===== config.mk =====
export PLATFORM = sky130hd
export DESIGN_NAME = instr_sequencer
export DESIGN_NICKNAME = d
export VERILOG_FILES = /design/src/rtl/instr_sequencer_pkg.sv /design/src/rtl/instr_sequencer_prog_mem.sv /design/src/rtl/instr_sequencer.sv
export SDC_FILE = /design/constraint.sdc
export NUM_CORES = 1
export LEC_CHECK = 0
export ABC_CLOCK_PERIOD_IN_PS = 2500
export BUFFER_PORTS_ARGS = -buffer_cell sky130_fd_sc_hd__buf_2
export CORE_ASPECT_RATIO = 0.8
export CORE_MARGIN = 5
export CORE_UTILIZATION = 55
export CTS_CLUSTER_SIZE = 40
export DETAILED_ROUTE_END_ITERATION = 10
export PLACE_DENSITY = 0.71
export SLEW_MARGIN = 20
export SYNTH_ARGS = -nofsm -noshare
export SYNTH_HDL_FRONTEND = slang
export SYNTH_SLANG_ARGS = --single-unit

===== constraint.sdc =====
create_clock -name clk -period 2.5 [get_ports clk]
set_input_delay 0.5 -clock clk [delete_from_list [all_inputs] [get_ports clk]]
set_output_delay 0.5 -clock clk [all_outputs]
set_load 0.1 [all_outputs]

===== src/rtl/instr_sequencer_pkg.sv =====
// ============================================================================
// instr_sequencer_pkg : shared types and constants for the instruction sequencer
// Rev 1.0 - initial release
// ============================================================================
`default_nettype none

package instr_sequencer_pkg;

    typedef enum logic [1:0] {
        ST_IDLE = 2'd0,
        ST_LOAD = 2'd1,
        ST_RUN  = 2'd2,
        ST_DONE = 2'd3
    } seq_state_t;

    // Idle presentation: opcode 0111 is the core's NOP, which writes no register
    localparam logic [7:0] NOP_HI = 8'h70;
    localparam logic [7:0] NOP_LO = 8'h00;

    localparam logic [3:0] OP_ADD = 4'h0;
    localparam logic [3:0] OP_SUB = 4'h1;
    localparam logic [3:0] OP_AND = 4'h2;
    localparam logic [3:0] OP_OR  = 4'h3;
    localparam logic [3:0] OP_XOR = 4'h4;
    localparam logic [3:0] OP_LDI = 4'h5;
    localparam logic [3:0] OP_MOV = 4'h6;
    localparam logic [3:0] OP_NOP = 4'h7;

endpackage

`default_nettype wire


===== src/rtl/instr_sequencer_prog_mem.sv =====
// ============================================================================
// instr_sequencer_prog_mem : DEPTH x 16 program store, sync write, async read
// Rev 1.0 - initial release
// ============================================================================
`default_nettype none

module instr_sequencer_prog_mem
    import instr_sequencer_pkg::*;
#(
    parameter int DEPTH  = 16,
    parameter int ADDR_W = 4
) (
    input  logic              clk,
    input  logic              we,
    input  logic [ADDR_W-1:0] waddr,
    input  logic [15:0]       wdata,
    input  logic [ADDR_W-1:0] raddr,
    output logic [15:0]       rdata
);

    logic [15:0] mem_q [DEPTH];

    always_ff @(posedge clk) begin
        if (we) begin
            mem_q[waddr] <= wdata;
        end
    end

    assign rdata = mem_q[raddr];

endmodule

`default_nettype wire


===== src/rtl/instr_sequencer.sv =====
// ============================================================================
// instr_sequencer : byte-loaded program store replayed word-per-cycle to a core
// Rev 1.0 - initial release
// ============================================================================
`default_nettype none

module instr_sequencer
    import instr_sequencer_pkg::*;
#(
    parameter int DEPTH  = 16,
    parameter int ADDR_W = 4
) (
    input  logic              clk,
    input  logic              rst_n,
    input  logic              load_valid,
    input  logic [7:0]        load_byte,
    output logic              load_ready,
    input  logic              start,
    input  logic              stop,
    input  logic              clear,
    output logic [7:0]        inst_hi,
    output logic [7:0]        inst_lo,
    output logic              inst_valid,
    output logic [ADDR_W-1:0] pc,
    output logic              busy,
    output logic              done
);

    localparam logic [ADDR_W:0] C_DEPTH = (ADDR_W+1)'(DEPTH);

    seq_state_t        state_q, state_d;
    logic [ADDR_W:0]   count_q, count_d;
    logic [7:0]        hi_byte_q, hi_byte_d;
    logic [ADDR_W-1:0] pc_q, pc_d;
    logic [7:0]        inst_hi_q, inst_hi_d;
    logic [7:0]        inst_lo_q, inst_lo_d;
    logic              inst_valid_q, inst_valid_d;
    logic              done_q, done_d;

    logic              accept;
    logic              last_word;
    logic              mem_we;
    logic [ADDR_W-1:0] rd_addr;
    logic [15:0]       rd_data;

    assign load_ready = (state_q != ST_RUN) && (count_q < C_DEPTH);
    assign accept     = load_valid && load_ready;
    assign last_word  = ({1'b0, pc_q} == (count_q - (ADDR_W+1)'(1)));
    // Outside RUN the only word ever fetched is word 0 (the start case)
    assign rd_addr    = (state_q == ST_RUN) ? (pc_q + ADDR_W'(1)) : '0;

    instr_sequencer_prog_mem #(
        .DEPTH  (DEPTH),
        .ADDR_W (ADDR_W)
    ) u_prog_mem (
        .clk   (clk),
        .we    (mem_we),
        .waddr (count_q[ADDR_W-1:0]),
        .wdata ({hi_byte_q, load_byte}),
        .raddr (rd_addr),
        .rdata (rd_data)
    );

    always_comb begin
        state_d      = state_q;
        count_d      = count_q;
        hi_byte_d    = hi_byte_q;
        pc_d         = pc_q;
        inst_hi_d    = NOP_HI;
        inst_lo_d    = NOP_LO;
        inst_valid_d = 1'b0;
        done_d       = 1'b0;
        mem_we       = 1'b0;

        case (state_q)
            ST_RUN: begin
                if (stop) begin
                    state_d = ST_IDLE;
                end else if (last_word) begin
                    state_d = ST_DONE;
                    done_d  = 1'b1;
                end else begin
                    pc_d         = pc_q + ADDR_W'(1);
                    inst_hi_d    = rd_data[15:8];
                    inst_lo_d    = rd_data[7:0];
                    inst_valid_d = 1'b1;
                end
            end
            default: begin
                // IDLE, LOAD and DONE share load / start / clear handling
                if (clear) begin
                    count_d = '0;
                    state_d = ST_IDLE;
                end else if (accept) begin
                    if (state_q == ST_LOAD) begin
                        mem_we  = 1'b1;
                        count_d = count_q + (ADDR_W+1)'(1);
                        state_d = ST_IDLE;
                    end else begin
                        hi_byte_d = load_byte;
                        state_d   = ST_LOAD;
                    end
                end else if (start && (state_q != ST_LOAD) && (count_q != '0)) begin
                    state_d      = ST_RUN;
                    pc_d         = '0;
                    inst_hi_d    = rd_data[15:8];
                    inst_lo_d    = rd_data[7:0];
                    inst_valid_d = 1'b1;
                end
            end
        endcase
    end

    always_ff @(posedge clk) begin
        if (!rst_n) begin
            state_q      <= ST_IDLE;
            count_q      <= '0;
            hi_byte_q    <= '0;
            pc_q         <= '0;
            inst_hi_q    <= NOP_HI;
            inst_lo_q    <= NOP_LO;
            inst_valid_q <= 1'b0;
            done_q       <= 1'b0;
        end else begin
            state_q      <= state_d;
            count_q      <= count_d;
            hi_byte_q    <= hi_byte_d;
            pc_q         <= pc_d;
            inst_hi_q    <= inst_hi_d;
            inst_lo_q    <= inst_lo_d;
            inst_valid_q <= inst_valid_d;
            done_q       <= done_d;
        end
    end

    assign inst_hi    = inst_hi_q;
    assign inst_lo    = inst_lo_q;
    assign inst_valid = inst_valid_q;
    assign pc         = pc_q;
    assign busy       = (state_q == ST_RUN);
    assign done       = done_q;

endmodule

`default_nettype wire


=== Word level (Yosys, flattened, before mapping) ===
Memory sizes are Yosys's and may differ from the RTL's.
Index checks and enable logic that the tools add are counted.

* Memories: 1
* Memory bits (writable): 256
* Memory bits (read-only): 0
* Output and inout bits: 24
* Bits in latches: 0
* Input port bits: 14
* Bits in registers: 37
* Logic and storage cells: 83

* Multiply operators: 0
* Eq/ne operators: 10
* $lt $le $gt $ge: 1
* Shift operators: 0
* Bitwise logic cells: 4
* Mux-type cells: 42
* Div/mod/pow operators: 0
* $add $sub $neg: 3
* Reductions and logical operators: 14

{| class="wikitable"
|+ Memory list
! name !! depth !! width !! rd ports !! clocked after memory_dff !! write ports !! RTL line !! RTL
|-
| u_prog_mem.mem_q || 16 || 16 || 1 || 0 || 1 || instr_sequencer_prog_mem.sv:21 || <nowiki>logic [15:0] mem_q [DEPTH];</nowiki>
|}

{| class="wikitable"
|+ Operator list
! kind !! number
|-
| $mux W8 || 12
|-
| $mux W4 || 7
|-
| $mux W5 || 3
|-
| $mux W1 || 14
|-
| $mux W2 || 6
|-
| $ne A2 B2 Y1 const B || 4
|-
| $reduce_bool A2 Y1 || 3
|-
| $add A5 B1 Y5 const B || 1
|-
| $eq A4 B5 Y1 || 1
|-
| $lt A5 B5 Y1 const B || 1
|-
| $reduce_and A5 Y1 || 1
|-
| $reduce_bool A5 Y1 || 1
|-
| $sub A5 B1 Y5 const B || 1
|-
| $add A4 B1 Y4 const B || 1
|-
| $logic_and A1 B1 Y1 || 4
|-
| $ne A2 B1 Y1 const B || 2
|-
| $not A1 Y1 || 4
|-
| $reduce_and A4 Y1 || 1
|-
| $reduce_bool A4 Y1 || 1
|-
| $ne A3 B2 Y1 const B || 1
|-
| $reduce_and A3 Y1 || 1
|-
| $reduce_or A3 Y1 || 1
|-
| $eq A2 B1 Y1 const B || 1
|-
| $eq A2 B2 Y1 const B || 1
|-
| $reduce_and A2 Y1 || 1
|}

=== Depth between registers and ports, before layout ===
Gate-level depths: netlist (run 1).

* Depth after elaboration: 8
* Mapped depth: 8
* Gate-level depth less buffers: 7

=== Modules after synthesis ===
From an unflattened synthesis (run 1), not the netlist that was laid out.

* Cells, all modules: 581
* Area total of the unflattened synthesis: 11,330.9 um^2

{| class="wikitable"
|+ By module, submodules not included
! module !! instances !! area an instance (um^2) !! cells an instance
|-
| instr_sequencer_prog_mem || 1 || 9,721.8 || 416
|-
| instr_sequencer || 1 || 1,609.0 || 165
|}

=== Worst setup path after synthesis (run 1) ===
OpenSTA, ideal clock, no wires.

* Path kind: register -> output
* From: register state_q[0]
* To: output port load_ready
* Path slack: -486 ps
* Stages on the path, launching flop included: 6
* Data arrival time: 2,486 ps
* Buffers on the path: 2
* Path through: dfxtp_1 -> nand2b_4 -> inv_4 -> buf_4 -> buf_2 -> nor2_1

* Word-level cells in the longest chain between the ends: 2

{| class="wikitable"
|+ Ends and longest elaborated chain
! element !! RTL line !! RTL
|-
| from (decl) || instr_sequencer.sv:31 || <nowiki>seq_state_t state_q, state_d;</nowiki>
|-
| from (signal assigned) || instr_sequencer.sv:125 || <nowiki>state_q <= state_d;</nowiki>
|-
| $ne A2 B2 Y1 || instr_sequencer.sv:46 || <nowiki>assign load_ready = (state_q != ST_RUN) && (count_q < C_DEPTH);</nowiki>
|-
| $logic_and A1 B1 Y1 || instr_sequencer.sv:46 ||
|-
| to (decl) || instr_sequencer.sv:17 || <nowiki>output logic load_ready,</nowiki>
|}

Every way passes these cells.

=== Final worst setup path (run 1) ===
Ends and elaborated chain as after synthesis.

==> results of run 1 <==
[synthesized netlist by cell type (4+ instances only)]
| cell type | count |
|---|---|
| a2bb2oi_1 | 27 |
| xnor2_1 | 6 |
| a31oi_1 | 5 |
| clkbuf_1 | 18 |
| o221ai_1 | 16 |
| a2111oi_0 | 8 |
| nand2_1 | 21 |
| dfxtp_1 | 37 |
| mux2i_1 | 46 |
| a2111o_1 | 8 |
| o22ai_1 | 9 |
| nand3_1 | 20 |
| and3_1 | 4 |
| o21ai_0 | 21 |
| a21o_1 | 4 |
| a221oi_1 | 7 |
| a41oi_2 | 8 |
| mux2_2 | 9 |
| xor2_1 | 4 |
| a22o_1 | 6 |
| a21oi_1 | 40 |
| nand2b_1 | 12 |
| o211ai_1 | 12 |
| inv_1 | 6 |
| nor3_1 | 21 |
| edfxtp_1 | 256 |
| and2_1 | 13 |
| nor2b_1 | 14 |
| buf_4 | 6 |
| nor2_1 | 67 |
| ha_1 | 5 |
| buf_2 | 26 |
[registers in the layout (all words and copies together) (netlist names)]
name	flops
inst_lo	8
done	1
u_prog_mem.mem_q	256
hi_byte_q	8
inst_hi	8
pc	4
state_q	2
inst_valid	1
count_q	5
[power breakdown]
| group | internal [W] | leakage (nW) | switching, W |
|---|---|---|---|
| combinational | 0.0000366 | 1.47 | 0.0000846 |
| clock | 0.00282 | 0.493 | 0.00176 |
| sequential | 0.00532 | 2.63 | 0.0000336 |
| total | 0.00818 | 4.60 | 0.00188 |
[per-stage QoR]
stage	worst slack [ns]	instance area, sq um	power [W]
CTS	0.200	13900	0.0101
floorplan	-0.0140	12200	0.00550
finish	0.206	13900	0.0101
detailed placement	0.247	12900	0.00558
global route	0.0912	13900	0.0103
global placement	0.291	12900	0.00557
[area by class of cell]
class / count / area (sq um)
clock inverter: 21 / 278
clock buffer: 30 / 729
timing repair buffer: 81 / 658
tap: 300 / 375
fill: 1509 / 7740
inverter: 10 / 40.0
sequential: 293 / 8430
multi-input combinational: 473 / 3420
[cell families after synthesis]
logic type               after synthesis  synth area share (%)
AO/OA/AOI/OAI                        203                  13.2
XOR/XNOR                              13                  1.21
adder cells (fa/ha/maj)                5                 0.514
buffers and inverters                 66                  2.69
flip-flops                           293                  69.3
multiplexers                          55                  4.62
AND/OR/NAND/NOR                      197                  8.52
[per-layer routing]
metal | up-vias | global-route usage [%] | wire [um]
li1 | 3388 | - | -
met1 | 3836 | 34.3 | 12600
met2 | 395 | 39.3 | 14600
met3 | 58 | 4.08 | 2470
met4 | 0 | 5.99 | 644
met5 | - | 0 | 0
[how the worst min path moves through the flow]
stage                       endpoint  depth (start not counted)
after CTS                      pc[2]                          3
after global routing           pc[3]                          3
after detailed placement  count_q[0]                          2
after global placement    count_q[0]                          2
final                          pc[2]                          3
after floorplan           count_q[0]                          2
[critical path, stage by stage, from the launching register on]
cell and delay [ns]:
dfxtp_1 0.50, nand2b_4 0.29, inv_4 0.13, nor2_2 0.15, buf_12 0.19
==> flow_summary.yaml, run 1 <==
sta:
  final-setup-viol-count: 0
  hold_slack_ns: 0.331
  clock_skew_ns: 0.0118
  post-route-period-util_pct: 91.8
  drv_slew: 0
  finalCriticalPeriod_ns: 2.29
  max_slew.worst_pin.slew_ns: 0.711
  hold_viol_final: 0
  rsz0062_at_grt: "false"
  slew_headroom_pct: 52.5
  setup_tns_ns: 0
  max_freq_ghz: 0.436
grt:
  overflow: 0
  antenna_found_initial: 0
  grt_max_degree: 65
  grt_pass1_vias: 7649
  grt_usage_pct: 24.1
  grt_pass1_wl_um: 45900
clocking:
  post_cts_buffers: 0
  clkSinkCount: 293
  worstSkewPairLatency_ns: 0.54
  cts_resized: 0
  cts_max_path_buffers: 3
  cts_root_buf: "clkbuf_16"
  clk_pin_slew_ns: 0.06
  cts_htree_levels: 1
  cts_tree: "built"
  holdBufCountCts: 0
  cts_buffers: 28
min_path:
  min-delay-path-class: "primary input to flop"
  hp-start: "rst_n"
logic_synthesis:
  synth_edf_count: 256
  yosys.area.top_type: "edfxtp_1"
  synth_async_sr_flop_share_pct: 0
  synth_cells: 832
  yosysTopAreaCellShare_pct: 63.2
  synth-seq-cells: 293
  synthesis.nets: 851
  yosysUniqueCellTypes: 74
  ys_top_cells_by_area: "edfxtp_1, dfxtp_1, mux2i_1"
  synth_area_per_cell_sq_um: 14.6
  seq_area_frac_synth_pct: 69.3
  synth_flop_cell: "edfxtp_1"
  synth_area_sq_mm: 0.0122
  ys_warn_count: 0
drt:
  dr.pass1.iters: 7
  drtIter0Drc: 929
  dr_total_vias: 7677
  routedWlPerCell_um: 25.1
  remaining_drc_errors: 0
  antenna_left: 0
  wl_um: 30300
  vias_per_cell: 6.36
floorplan:
  initial_core_util_pct: 56.1
  core_area_sq_mm: 0.0217
  io_pins: 38
  die_x_um: 176
  fp-row-count: 48
  die-area_sq_mm: 0.0252
  die_h_um: 143
job:
  maxCapViolations: 0
pwr:
  power_density_mw_per_mm2: 722
  p_leak_nw: 4.60
  irDropWorstVdd_v: 0.000547
critical_path:
  critical_path.max_fanout: 11
  arrival_ns: 1.79
  worstSetupEndpoint: "load_ready"
  r2r-start: "pc[0]"
  critPathRequiredTime_ns: 2.00
  cp-end-kind: "primary output"
  startpoint_type: "flop"
  worstRegToRegCells: 6
  worstSetupPathType: "flop to primary output"
  reg2reg_setup_slack_ns: 0.22
  startpoint: "state_q[0]"
  r2r-end: "inst_hi[5]"
final_layout:
  nets: 906
  stdcell_count: 1208
  layout-drive-gt1-share_pct: 18.1
  mostFrequentLayoutCell: "edfxtp_1"
  diodes: 0
  fin_util_pct: 64.3
  final_cell_mix: "edfxtp_1, nor2_1, mux2i_1"
  syn2layout_area_growth_pct: 14.6
place:
  gp_congestion: 0.883
  io_buffers: 37
  dpl.hpwl_um: 17800
  place_inst: 1157
status:
  status: "finished clean"
Power figures use the tool's default switching activity.
==> run 2, diff against run 1 <==
--- a/config.mk
+++ b/config.mk
@@ -5,14 +5,14 @@
 export SDC_FILE = /design/constraint.sdc
 export NUM_CORES = 1
 export LEC_CHECK = 0
-export ABC_CLOCK_PERIOD_IN_PS = 2500
+export ABC_CLOCK_PERIOD_IN_PS = 2100
 export BUFFER_PORTS_ARGS = -buffer_cell sky130_fd_sc_hd__buf_2
 export CORE_ASPECT_RATIO = 0.8
 export CORE_MARGIN = 5
 export CORE_UTILIZATION = 55
 export CTS_CLUSTER_SIZE = 40
 export DETAILED_ROUTE_END_ITERATION = 10
-export PLACE_DENSITY = 0.71
+export PLACE_DENSITY = 0.74
 export SLEW_MARGIN = 20
 export SYNTH_ARGS = -nofsm -noshare
 export SYNTH_HDL_FRONTEND = slang
==> constraint.sdc (replaced) <==
create_clock -name clk -period 2.1 [get_ports clk]
set_input_delay 0.42 -clock clk [delete_from_list [all_inputs] [get_ports clk]]
set_output_delay 0.42 -clock clk [all_outputs]
set_load 0.1 [all_outputs]
==> run 2 against run 1 <==
Compared with the run above:
- via count fell by 0.59%
- setup slack got worse by 0.12 ns
- flip-flop and latch count did not move
- routed wire length barely moved
- sequential share of layout area fell by 1.4 points
- clock skew fell by 0.0017 ns
- clock power rose by 5.9%
- core utilization rose by 1.5 points
- critical endpoint is now inst_hi[2]
- critical path type is now flop to flop
- sequential power rose by 19%
- clock-buffer cell count rose by 15
- register-to-register slack got worse by 0.13 ns
- combinational power rose by 26%
- largest cell class unchanged
==> flow_summary.yaml, run 2 (synthesis gave the netlist of run 1 again) <==
status:
  status: "finished clean"
drt:
  remaining_drc_errors: 0
  routedWlPerCell_um: 24.5
  dr_total_vias: 7632
  dr.pass1.iters: 5
  antenna_left: 0
  wl_um: 30300
  drtIter0Drc: 949
  vias_per_cell: 6.17
pwr:
  power_density_mw_per_mm2: 797
  p_int_w: 0.00913
  irDropWorstVdd_v: 0.000646
  power_frac_comb_pct: 1.3
  power_w: 0.0114
  p_switching_w: 0.00223
  clockPowerShare_pct: 42.6
  switching_share_pct: 19.6
  seq_power_share_pct: 56.0
  p_leak_nw: 4.74
sta:
  drv_slew: 0
  max_slew.worst_pin.slew_ns: 0.646
  hold_slack_ns: 0.225
  finalCriticalPeriod_ns: 2.01
  post-route-period-util_pct: 95.9
  final-setup-viol-count: 0
  slew_headroom_pct: 56.9
  max_freq_ghz: 0.497
  rsz0062_at_grt: "false"
  hold_viol_final: 0
  setup_tns_ns: 0
  clock_skew_ns: 0.0101
place:
  dpl.hpwl_um: 18000
  gp_congestion: 0.861
  io_buffers: 37
  dpl_cell_area_sq_mm: 0.0133
clocking:
  clkSinkCount: 293
  holdBufCountCts: 0
  cts_max_path_buffers: 3
  worstSkewPairLatency_ns: 0.54
  cts_tree: "built"
  clk_pin_slew_ns: 0.06
  cts_htree_levels: 1
  cts_root_buf: "clkbuf_16"
  post_cts_buffers: 0
  cts_buffers: 28
critical_path:
  crit_family: "compound AO/OA/AOI/OAI gates"
  cp_cell_sequence: "ha_4, buf_12, buf_4, nor2b_1, a2111oi_1, a2111o_1, a41oi_2"
  worstSetupPathType: "flop to flop"
  arrival_ns: 2.41
  cp.buffers_inverters: 2
  cp_slowest_cell: "a2111oi_1"
  slowest_delay_ns: 0.39
  startpoint_type: "flop"
  cp-end-kind: "flop"
  critPathRequiredTime_ns: 2.50
  critical_path.max_fanout: 43
floorplan:
  die-area_sq_mm: 0.0252
  initial_core_util_pct: 56.1
  die_h_um: 143
  core_area_sq_mm: 0.0217
  io_pins: 38
  fp-row-count: 48
  die_x_um: 176
grt:
  grt-busiest-layer: "met2"
  met2_usage_pct: 38.5
  grt_pass1_vias: 7485
  grtUsageMet3_pct: 4.05
  use_met1_pct: 34.8
  antenna_found_initial: 0
  overflow: 0
  grt_pass1_wl_um: 45400
  grt_max_degree: 50
  grt_usage_pct: 23.8
final_layout:
  diodes: 0
  largest_reg_flops: 256
  nFillCells: 1532
  final_cell_mix: "edfxtp_1, nor2_1, mux2i_1"
  final_area_sq_mm: 0.0143
  nets: 933
  layout-drive-gt1-share_pct: 20.6
  multi_input_area_sq_mm: 0.00344
  register_area_sq_mm: 0.00844
  mostFrequentLayoutCell: "edfxtp_1"
  syn2layout_area_growth_pct: 17.3
  regMostFlops: "u_prog_mem.mem_q"
job:
  maxCapViolations: 0
min_path:
  min-delay-path-class: "primary input to flop"
run 2: cell types whose count changed in the layout (fill, tap and decap cells not counted), sizes merged:
cell,previous run,this run
bufinv,7,0
buf,81,107
clkbuf,30,46
clkinv,12,5
run 2: worst paths after layout:
kind	slack (ns)	start	end	depth (start not counted)
worst max-delay path	0.09	pc[0]	inst_hi[2]	7
worst min-delay path	0.23	rst_n	pc[2]	3
worst max register to register	0.09	pc[0]	inst_hi[2]	7
worst min register to register	0.56	count_q[0]	count_q[0]	3
run 2: worst reg2reg max path: stages (launching register included):
cell,delay [ns]
dfxtp_4,0.36
ha_4,0.30
buf_12,0.23
buf_4,0.23
nor2b_1,0.06
a2111oi_1,0.39
a2111o_1,0.20
a41oi_2,0.12
run 2: what timing repair did:
action,CTS,global route
gates cloned,0,1
endpoints found under the setup margin,1,9
gates resized for setup,4,6
pin swaps,0,1
run 2: cell type report:
class / count / area share (%)
timing repair buffer: 108 / 7.60
clock inverter: 7 / 0.289
sequential: 293 / 59.1
tap: 300 / 2.63
multi-input combinational: 473 / 24.1
clock buffer: 45 / 5.93
inverter: 10 / 0.281
run 2: power groups by stage:
stage	Combinational (W)	Sequential [W]	Clock [W]
after floorplan	0.0000661	0.00648	0
after global placement	0.000146	0.00649	0
after detailed placement	0.000150	0.00649	0
after CTS	0.000152	0.00637	0.00489
after global routing	0.000166	0.00637	0.00514
final	0.000153	0.00637	0.00485
run 2: routing by layer:
metal  vias to the layer above  wire length [um]
li1                       3432                 -
met1                      3782             12800
met2                       373             14400
met3                        45              2650
met4                         0               513
met5                         -                 0
run 2: stage by stage:
| step | setup WS (ns) | std cells | util [%] |
|---|---|---|---|
| final | 0.0870 | 1236 | 65.8 |
| after global routing | 0.0195 | 1236 | 65.8 |
| after CTS | 0.00308 | 1235 | 65.6 |
| after global placement | 0.139 | 1184 | 61.4 |
| after floorplan | -0.0280 | 832 | - |
| after detailed placement | 0.0334 | 1184 | 61.4 |
==> run 3, diff against run 2 <==
--- a/config.mk
+++ b/config.mk
@@ -7,12 +7,13 @@
 export LEC_CHECK = 0
 export ABC_CLOCK_PERIOD_IN_PS = 2100
 export BUFFER_PORTS_ARGS = -buffer_cell sky130_fd_sc_hd__buf_2
-export CORE_ASPECT_RATIO = 0.8
+export CORE_ASPECT_RATIO = 0.5
 export CORE_MARGIN = 5
-export CORE_UTILIZATION = 55
+export CORE_UTILIZATION = 38
 export CTS_CLUSTER_SIZE = 40
 export DETAILED_ROUTE_END_ITERATION = 10
-export PLACE_DENSITY = 0.74
+export MAX_ROUTING_LAYER = met4
+export PLACE_DENSITY = 0.54
 export SLEW_MARGIN = 20
 export SYNTH_ARGS = -nofsm -noshare
 export SYNTH_HDL_FRONTEND = slang
==> run 3 against run 2 <==
Compared with the run above:
- critical path depth fell by 1
- routed wire length rose by 11%
- cell area rose by 1.2%
- flip-flop and latch count did not move
- highest routed layer unchanged
- global-route usage fell by 5.1 points
- clock-buffer cell count fell by 4
- critical path type unchanged
- sequential power barely moved
- combinational power rose by 4%
- non-clock buffer count fell by 2
==> flow_summary.yaml, run 3 (synthesis gave the netlist of run 1 again) <==
sta:
  slew_headroom_pct: 55.1
  hold_viol_final: 0
  clock_skew_ns: 0.00954
  max_freq_ghz: 0.483
  max_slew.worst_pin.slew_ns: 0.673
  final-setup-viol-count: 0
  post-route-period-util_pct: 98.5
  setup_ws_ns: 0.0313
  hold_slack_ns: 0.219
  drv_slew: 0
  finalCriticalPeriod_ns: 2.07
critical_path:
  worstSetupPathType: "flop to flop"
  critical_path.max_fanout: 9
  startpoint_type: "flop"
  arrival_ns: 2.52
  worstRegToRegCells: 6
  cp-end-kind: "flop"
  critPathRequiredTime_ns: 2.55
final_layout:
  regMostFlops: "u_prog_mem.mem_q"
  syn2layout_area_growth_pct: 18.6
  diodes: 0
  final_cell_mix: "edfxtp_1, nor2_1, mux2i_1"
  nFillCells: 2733
  layout-drive-gt1-share_pct: 21.2
  multi_input_area_sq_mm: 0.00346
  nets: 930
  largest_reg_flops: 256
  mostFrequentLayoutCell: "edfxtp_1"
  final_area_sq_mm: 0.0144
  register_area_sq_mm: 0.00844
clocking:
  cts_htree_levels: 1
  cts_buffers: 27
  cts_root_buf: "clkbuf_16"
  clk_pin_slew_ns: 0.07
  cts_max_path_buffers: 3
  cts_tree: "built"
  worstSkewPairLatency_ns: 0.55
  clkSinkCount: 293
  holdBufCountCts: 0
place:
  io_buffers: 37
  gp_congestion: 0.795
  dpl.hpwl_um: 19900
  dpl_cell_area_sq_mm: 0.0134
  post-place-ws_ns: -0.0984
drt:
  drt-met1-wl_um: 15500
  vias_per_cell: 5.55
  top_layer_used: "met4"
  antenna_left: 0
  wl_met2_um: 15600
  routedWlPerCell_um: 24.7
  wl_um: 33600
  dr.pass1.iters: 5
  remaining_drc_errors: 0
  drtIter0Drc: 825
  wl_met3_um: 2000
  dr_total_vias: 7577
grt:
  grt_pass1_wl_um: 49100
  antenna_found_initial: 0
  grt_usage_pct: 18.6
  overflow: 0
  grt_max_degree: 52
  grt_pass1_vias: 7459
status:
  status: "finished clean"
job:
  maxCapViolations: 0
pwr:
  p_leak_nw: 4.73
  power_density_mw_per_mm2: 789
  irDropWorstVdd_v: 0.000558
floorplan:
  io_pins: 38
  core_area_sq_mm: 0.0316
  initial_core_util_pct: 38.5
  die-area_sq_mm: 0.0359
  fp-row-count: 46
  die_x_um: 263
  die_h_um: 137
min_path:
  min-delay-path-class: "primary input to flop"
  worstHoldPathCells: 3
run 3: cell count changes in the layout (fill, tap and decap cells not counted), sizes merged:
cell,previous run,this run
buf,107,104
clkinv,5,6
clkbuf,46,43
bufinv,0,1
run 3: final timing paths:
path / from / endpoint / slack (ns)
worst min-delay path: rst_n / pc[2] / 0.22
worst min register to register: pc[2] / pc[2] / 0.56
worst max register to register: pc[0] / inst_hi[4] / 0.03
worst max-delay path: pc[0] / inst_hi[4] / 0.03
run 3: layout make-up:
type | instances | share of cell area, %
Timing Repair Buffer | 106 | 7.52
Multi-Input combinational cell | 473 | 24.0
Inverter | 10 | 0.277
Sequential cell | 293 | 58.5
Clock inverter | 9 | 0.511
Tap cell | 432 | 3.75
Clock buffer | 41 | 5.46
run 3: stage by stage:
step | utilization [%] | TNS (ns) | instances | power [W]
finish | 45.7 | 0 | 1364 | 0.0114
global route | 45.7 | -0.000577 | 1364 | 0.0117
CTS | 45.3 | 0 | 1361 | 0.0115
detailed placement | 42.5 | -0.152 | 1311 | 0.00665
global placement | 42.5 | -0.132 | 1311 | 0.00665
floorplan | - | -0.0280 | 832 | 0.00655
run 3: metal layers:
metal  global-route usage [%]  vias to the layer above
met5                        -                        -
met4                     3.92                        0
met3                     2.78                       40
met2                     29.2                      248
met1                     26.2                     3861
li1                         -                     3428
run 3: report_power, final:
group          switching (W)  internal [W]
sequential         0.0000416       0.00633
combinational       0.000108     0.0000513
clock                0.00215       0.00271
total                0.00230       0.00909
run 3: repair_timing:
action	CTS	global route
setup buffers	0	1
resized for setup	6	14
pin swaps	0	2
setup endpoints to repair	3	181
gates cloned	0	2
run 3: worst max-delay path, stage by stage (launching register included):
cell	delay, ns
dfxtp_4	0.43
ha_4	0.26
and3b_2	0.31
a22o_1	0.23
a221o_1	0.30
a211o_1	0.29
a21o_1	0.15
